File: src/rtl/button_debouncer.sv
// Pushbutton conditioner: synchronise, debounce, and emit press/release/long-press pulses plus a press count.
// Latency: a clean BTN edge reaches BTN_STATE after 2 + DEBOUNCE_CYCLES clocks, and the pulses follow one clock later; there is no backpressure.
module button_debouncer #(
    parameter int DEBOUNCE_CYCLES = 1000000,
    parameter int LONG_CYCLES     = 50000000,
    parameter bit ACTIVE_LOW      = 1'b1
) (
    input  logic       CLK,
    input  logic       RST,
    input  logic       BTN,
    output logic       BTN_STATE,
    output logic       PRESS,
    output logic       RELEASE,
    output logic       LONG_PRESS,
    output logic [7:0] PRESS_COUNT
);

    localparam int DEB_W  = (DEBOUNCE_CYCLES > 2) ? $clog2(DEBOUNCE_CYCLES) : 1;
    localparam int HOLD_W = (LONG_CYCLES > 2) ? $clog2(LONG_CYCLES) : 1;
    localparam logic [DEB_W-1:0]  DEB_LAST  = DEB_W'(DEBOUNCE_CYCLES - 1);
    localparam logic [HOLD_W-1:0] HOLD_LAST = HOLD_W'(LONG_CYCLES - 1);

    typedef enum logic [1:0] {
        IDLE    = 2'd0,
        PRESSED = 2'd1,
        HELD    = 2'd2
    } state_t;

    logic              sync1;
    logic              sync2;
    logic              sample;
    logic [DEB_W-1:0]  deb_cnt;
    logic [HOLD_W-1:0] hold_cnt;
    logic              state_d;
    logic              rise;
    logic              fall;
    logic              long_nxt;
    state_t            state;
    state_t            state_nxt;

    // Synchroniser flops reset to the electrical "released" level of the pin.
    always_ff @(posedge CLK) begin
        if (RST) begin
            sync1 <= ACTIVE_LOW;
            sync2 <= ACTIVE_LOW;
        end else begin
            sync1 <= BTN;
            sync2 <= sync1;
        end
    end

    assign sample = sync2 ^ ACTIVE_LOW;

    always_ff @(posedge CLK) begin
        if (RST) begin
            deb_cnt   <= '0;
            BTN_STATE <= 1'b0;
        end else if (sample == BTN_STATE) begin
            deb_cnt <= '0;
        end else if (deb_cnt == DEB_LAST) begin
            deb_cnt   <= '0;
            BTN_STATE <= sample;
        end else begin
            deb_cnt <= deb_cnt + DEB_W'(1);
        end
    end

    assign rise = BTN_STATE & ~state_d;
    assign fall = ~BTN_STATE & state_d;

    always_ff @(posedge CLK) begin
        if (RST) begin
            state_d     <= 1'b0;
            PRESS       <= 1'b0;
            RELEASE     <= 1'b0;
            PRESS_COUNT <= 8'd0;
        end else begin
            state_d <= BTN_STATE;
            PRESS   <= rise;
            RELEASE <= fall;
            if (rise) begin
                PRESS_COUNT <= PRESS_COUNT + 8'd1;
            end
        end
    end

    always_ff @(posedge CLK) begin
        if (RST) begin
            state      <= IDLE;
            LONG_PRESS <= 1'b0;
            hold_cnt   <= '0;
        end else begin
            state      <= state_nxt;
            LONG_PRESS <= long_nxt;
            // Held at zero outside PRESSED so entry always starts from zero; saturates at the terminal value.
            if (state != PRESSED) begin
                hold_cnt <= '0;
            end else if (hold_cnt != HOLD_LAST) begin
                hold_cnt <= hold_cnt + HOLD_W'(1);
            end
        end
    end

    always_comb begin
        state_nxt = state;
        long_nxt  = 1'b0;
        case (state)
            IDLE: begin
                if (rise) begin
                    state_nxt = PRESSED;
                end
            end
            PRESSED: begin
                // A release wins over reaching the long-press threshold in the same cycle.
                if (fall) begin
                    state_nxt = IDLE;
                end else if (hold_cnt == HOLD_LAST) begin
                    state_nxt = HELD;
                    long_nxt  = 1'b1;
                end
            end
            HELD: begin
                if (fall) begin
                    state_nxt = IDLE;
                end
            end
            default: state_nxt = IDLE;
        endcase
    end

endmodule

File: config.mk
export PLATFORM = sky130hd
export DESIGN_NAME = button_debouncer
export DESIGN_NICKNAME = d
export VERILOG_FILES = /design/src/rtl/button_debouncer.sv
export SDC_FILE = /design/constraint.sdc
export NUM_CORES = 1
export LEC_CHECK = 0
export ABC_AREA = 0
export CAP_MARGIN = 10
export CORE_MARGIN = 1.5
export CORE_UTILIZATION = 43
export DETAILED_ROUTE_END_ITERATION = 8
export HOLD_SLACK_MARGIN = 0.06
export SLEW_MARGIN = 10
export SYNTH_ARGS = -nofsm -noshare
export SYNTH_HDL_FRONTEND = slang
export SYNTH_SLANG_ARGS = --single-unit
File: constraint.sdc
create_clock -name CLK -period 4.2 [get_ports CLK]
set_clock_uncertainty 0.1 [all_clocks]
set_input_delay 0.84 -clock CLK [delete_from_list [all_inputs] [get_ports CLK]]
set_output_delay 0.84 -clock CLK [all_outputs]
set_load 0.05 [all_outputs]
==> flow_summary_export.csv <==
group,metric,value,unit
outcome,status,"completed",
placement,numPortBuffers,14,
clocking,clk_latency,0.34,ns
clocking,clockRootBuffer,"clkbuf_8",
hold_path,min_path_type,"reg2reg",
floorplanning,dieArea,7020,um2
clocking,clk_pin_slew_worst_paths,0.06,ns
route,drc,0,
sta,holdWs,0.306,ns
layout,final_cell_mix,"dfxtp_1, nor2_1, xor2_1",
global_route,grt_max_degree,27,
hold_path,hold_end,"sync2$_SDFF_PP1_",
clocking,cts.sink_count,63,
worst_setup_path,r2r_start,"deb_cnt[0]$_SDFF_PP0_",
logic_synthesis,ys.flop_type,"dfxtp_1",
sta,fin_crit_sh,61.9,%
global_route,grt_pass1_wl,8.91,mm
sta,slew_violations,0,
logic_synthesis,synthMuxAreaShare,0.713,%
layout,diodes,0,
sta,setup_violations,0,
route,first_pass_iters,4,
floorplanning,die_w,83.8,um
placement,place_hpwl,3.29,mm
worst_setup_path,crit_path_max_fanout,26,
logic_synthesis,synthSimpleGateAreaFrac,32.3,%
sta,fin_setup_tns,0,ns
logic_synthesis,synth_top_family_by_area,"simple AND/OR/NAND/NOR gates",
sta,period_minus_slack,2.60,ns
logic_synthesis,synthXorXnorAreaFrac,14.4,%
clocking,cts_setup_buffers,0,
route,drt_iter0_drc,174,
logic_synthesis,syn-num-nets,314,
logic_synthesis,netlist_instances,308,
clocking,hold_buffers,0,
placement,dp_slack,1.23,ns
clocking,clockBufferDepth,2,
hold_path,min_from,"sync1$_SDFF_PP1_",
layout,area_growth,11.7,%
clocking,cts_resized,0,
global_route,overflow,0,
logic_synthesis,async_flop_share,0,%
worst_setup_path,reg2reg_depth,5,
hold_path,min_path_cells,1,
logic_synthesis,synth_edf_count,0,
logic_synthesis,syn_avg_cell_area,9.11,um2
route,totalWireLength,4.98,mm
layout,final_common_cell,"dfxtp_1",
logic_synthesis,synth_cell_types,46,
sta,max-slew-margin-rel,42.8,%
sta,rsz0062_at_grt,"no",
clocking,htreeDepth,3,
layout,finalNetCount,328,
clocking,tritoncts,"built",
placement,dpl.cell_count,388,
route,wl_per_cell,12.4,um
global_route,antenna_found_initial,0,
floorplanning,rows,29,
floorplanning,pin_count,15,
route,num_vias,2068,
power,leakagePower,1.04,nW
route,ant_nets,0,
floorplanning,start_util,44.5,%
power,worst_ir_drop_vdd,0.177,mV
logic_synthesis,synthAdderAreaFrac,1.34,%
clocking,cts_buffers,9,
logic_synthesis,synth_seq_cells,63,
placement,place_congestion,0.791,
global_route,grt_pass1_vias,1943,
sta,hold_viol,0,
power,power_density,327,nW/um2
global_route,grtUsageTotal,15.7,%
floorplanning,core,6310,um2
worst_setup_path,r2r-end,"deb_cnt[12]$_SDFF_PP0_",
logic_synthesis,netlist_area,2810,um2
floorplanning,die_height,83.8,um
sta,tightestPinTransition,0.858,ns
logic_synthesis,synth_compound_area_share,3.79,%
worst_setup_path,critPathLaunchType,"input port",
worst_setup_path,crit_type,"in2reg",
worst_setup_path,critPathCaptureType,"register",
layout,drive_above_1_share,9.85,%
layout,utilization,49.7,%
sta,finalWorstSetupSlack,1.60,ns
layout,instances_no_fill,402,
sta,fmax,0.385,GHz
layout,fillCellCount,609,
logic_synthesis,synth.yosys.seq_area_share,44.9,%
route,vias_per_cell,5.14,
flow_run,cap_violations,0,
worst_setup_path,r2r_slack,2.02,ns
logic_synthesis,ys_warn_count,0,
worst_setup_path,crit_arrival,2.78,ns
worst_setup_path,crit_required,4.38,ns
==> power breakdown <==
group	leakage (nW)	internal (W)	switching [W]
combinational	0.461	0.00000349	0.00000452
sequential	0.508	0.000599	0.000000665
clock	0.0761	0.000206	0.000212
total	1.04	0.000808	0.000217
==> metal layers <==
| layer | global-route usage [%] | vias up | share of wire (%) |
|---|---|---|---|
| li1 | - | 1087 | - |
| met1 | 20.8 | 924 | 52 |
| met2 | 23.1 | 47 | 41 |
| met3 | 5.04 | 10 | 4.6 |
| met4 | 7.75 | 0 | 1.9 |
| met5 | 0 | - | 0 |
==> Yosys cell counts, types with 2 or more instances <==
| master | n | area, um2 |
|---|---|---|
| a21oi_1 | 5 | 25.0 |
| and3_1 | 14 | 87.6 |
| and4_4 | 2 | 22.5 |
| nor2b_1 | 3 | 18.8 |
| inv_1 | 2 | 7.51 |
| nor4_2 | 2 | 25.0 |
| xor2_1 | 31 | 272 |
| buf_2 | 3 | 15.0 |
| ha_1 | 3 | 37.5 |
| nand4_1 | 11 | 68.8 |
| nor4b_1 | 2 | 17.5 |
| or3_1 | 6 | 37.5 |
| nand2_1 | 14 | 52.6 |
| nor2_1 | 56 | 210 |
| and4_1 | 3 | 26.3 |
| nand2b_1 | 2 | 12.5 |
| mux2i_1 | 2 | 20.0 |
| clkbuf_1 | 7 | 26.3 |
| nor4b_2 | 2 | 30.0 |
| nor4_1 | 3 | 18.8 |
| dfxtp_1 | 63 | 1260 |
| o21ai_1 | 3 | 15.0 |
| o21ai_0 | 3 | 15.0 |
| or2_2 | 2 | 12.5 |
| nand3_2 | 2 | 20.0 |
| nand3_1 | 23 | 115 |
| nor3_1 | 6 | 30.0 |
| xnor2_1 | 15 | 131 |
==> through the flow <==
stage / area, um2 / power [W]
finish: 3140 / 0.00103
global route: 3140 / 0.00107
CTS: 3140 / 0.00104
detailed placement: 2990 / 0.000621
global placement: 2990 / 0.000621
floorplan: 2810 / 0.000618
==> sequential cells by signal, summed over array words and instances (netlist names) <==
name and cells:
sync1 1, deb_cnt 20, state_d 1, PRESS 1, RELEASE 1, LONG_PRESS 1, sync2 1, hold_cnt 26
state 2, PRESS_COUNT 8, BTN_STATE 1
==> final cells by class <==
class / count / area (um2) / share of cell area (%)
Multi-Input combinational cell: 230 / 1470 / 47.0
Inverter: 3 / 11.3 / 0.359
Timing Repair Buffer: 15 / 148 / 4.71
Clock inverter: 2 / 10.0 / 0.319
Clock buffer: 12 / 135 / 4.31
Sequential cell: 63 / 1260 / 40.2
Tap cell: 77 / 96.3 / 3.07
==> worst max-delay path by stage <==
stage / from / to / slack, ns / cells past startpoint
final: RST / hold_cnt[6]$_SDFFE_PP0N_ / 1.60 / 5
after global routing: RST / hold_cnt[6]$_SDFFE_PP0N_ / 1.50 / 5
after CTS: RST / hold_cnt[6]$_SDFFE_PP0N_ / 1.60 / 5
after detailed placement: RST / hold_cnt[6]$_SDFFE_PP0N_ / 1.23 / 5
after global placement: RST / hold_cnt[6]$_SDFFE_PP0N_ / 1.23 / 5
after floorplan: RST / hold_cnt[6]$_SDFFE_PP0N_ / 2.07 / 5
==> critical path, stage by stage <==
cell and delay, ns:
clkdlybuf4s50_1 0.39, buf_4 0.19, or3_1 0.68, or4_1 0.59, nand2_1 0.07
==> logic make-up (layout without fill, tap and decap cells) <==
group                    after synthesis  count (layout)
AND/OR/NAND/NOR                      163             163
flip-flops                            63              63
XOR/XNOR                              46              46
AO/OA/AOI/OAI                         16              16
buffers and inverters                 15              32
adder cells (fa/ha/maj)                3               3
multiplexers                           2               2
Note: power is estimated with default switching activity, not from simulation.
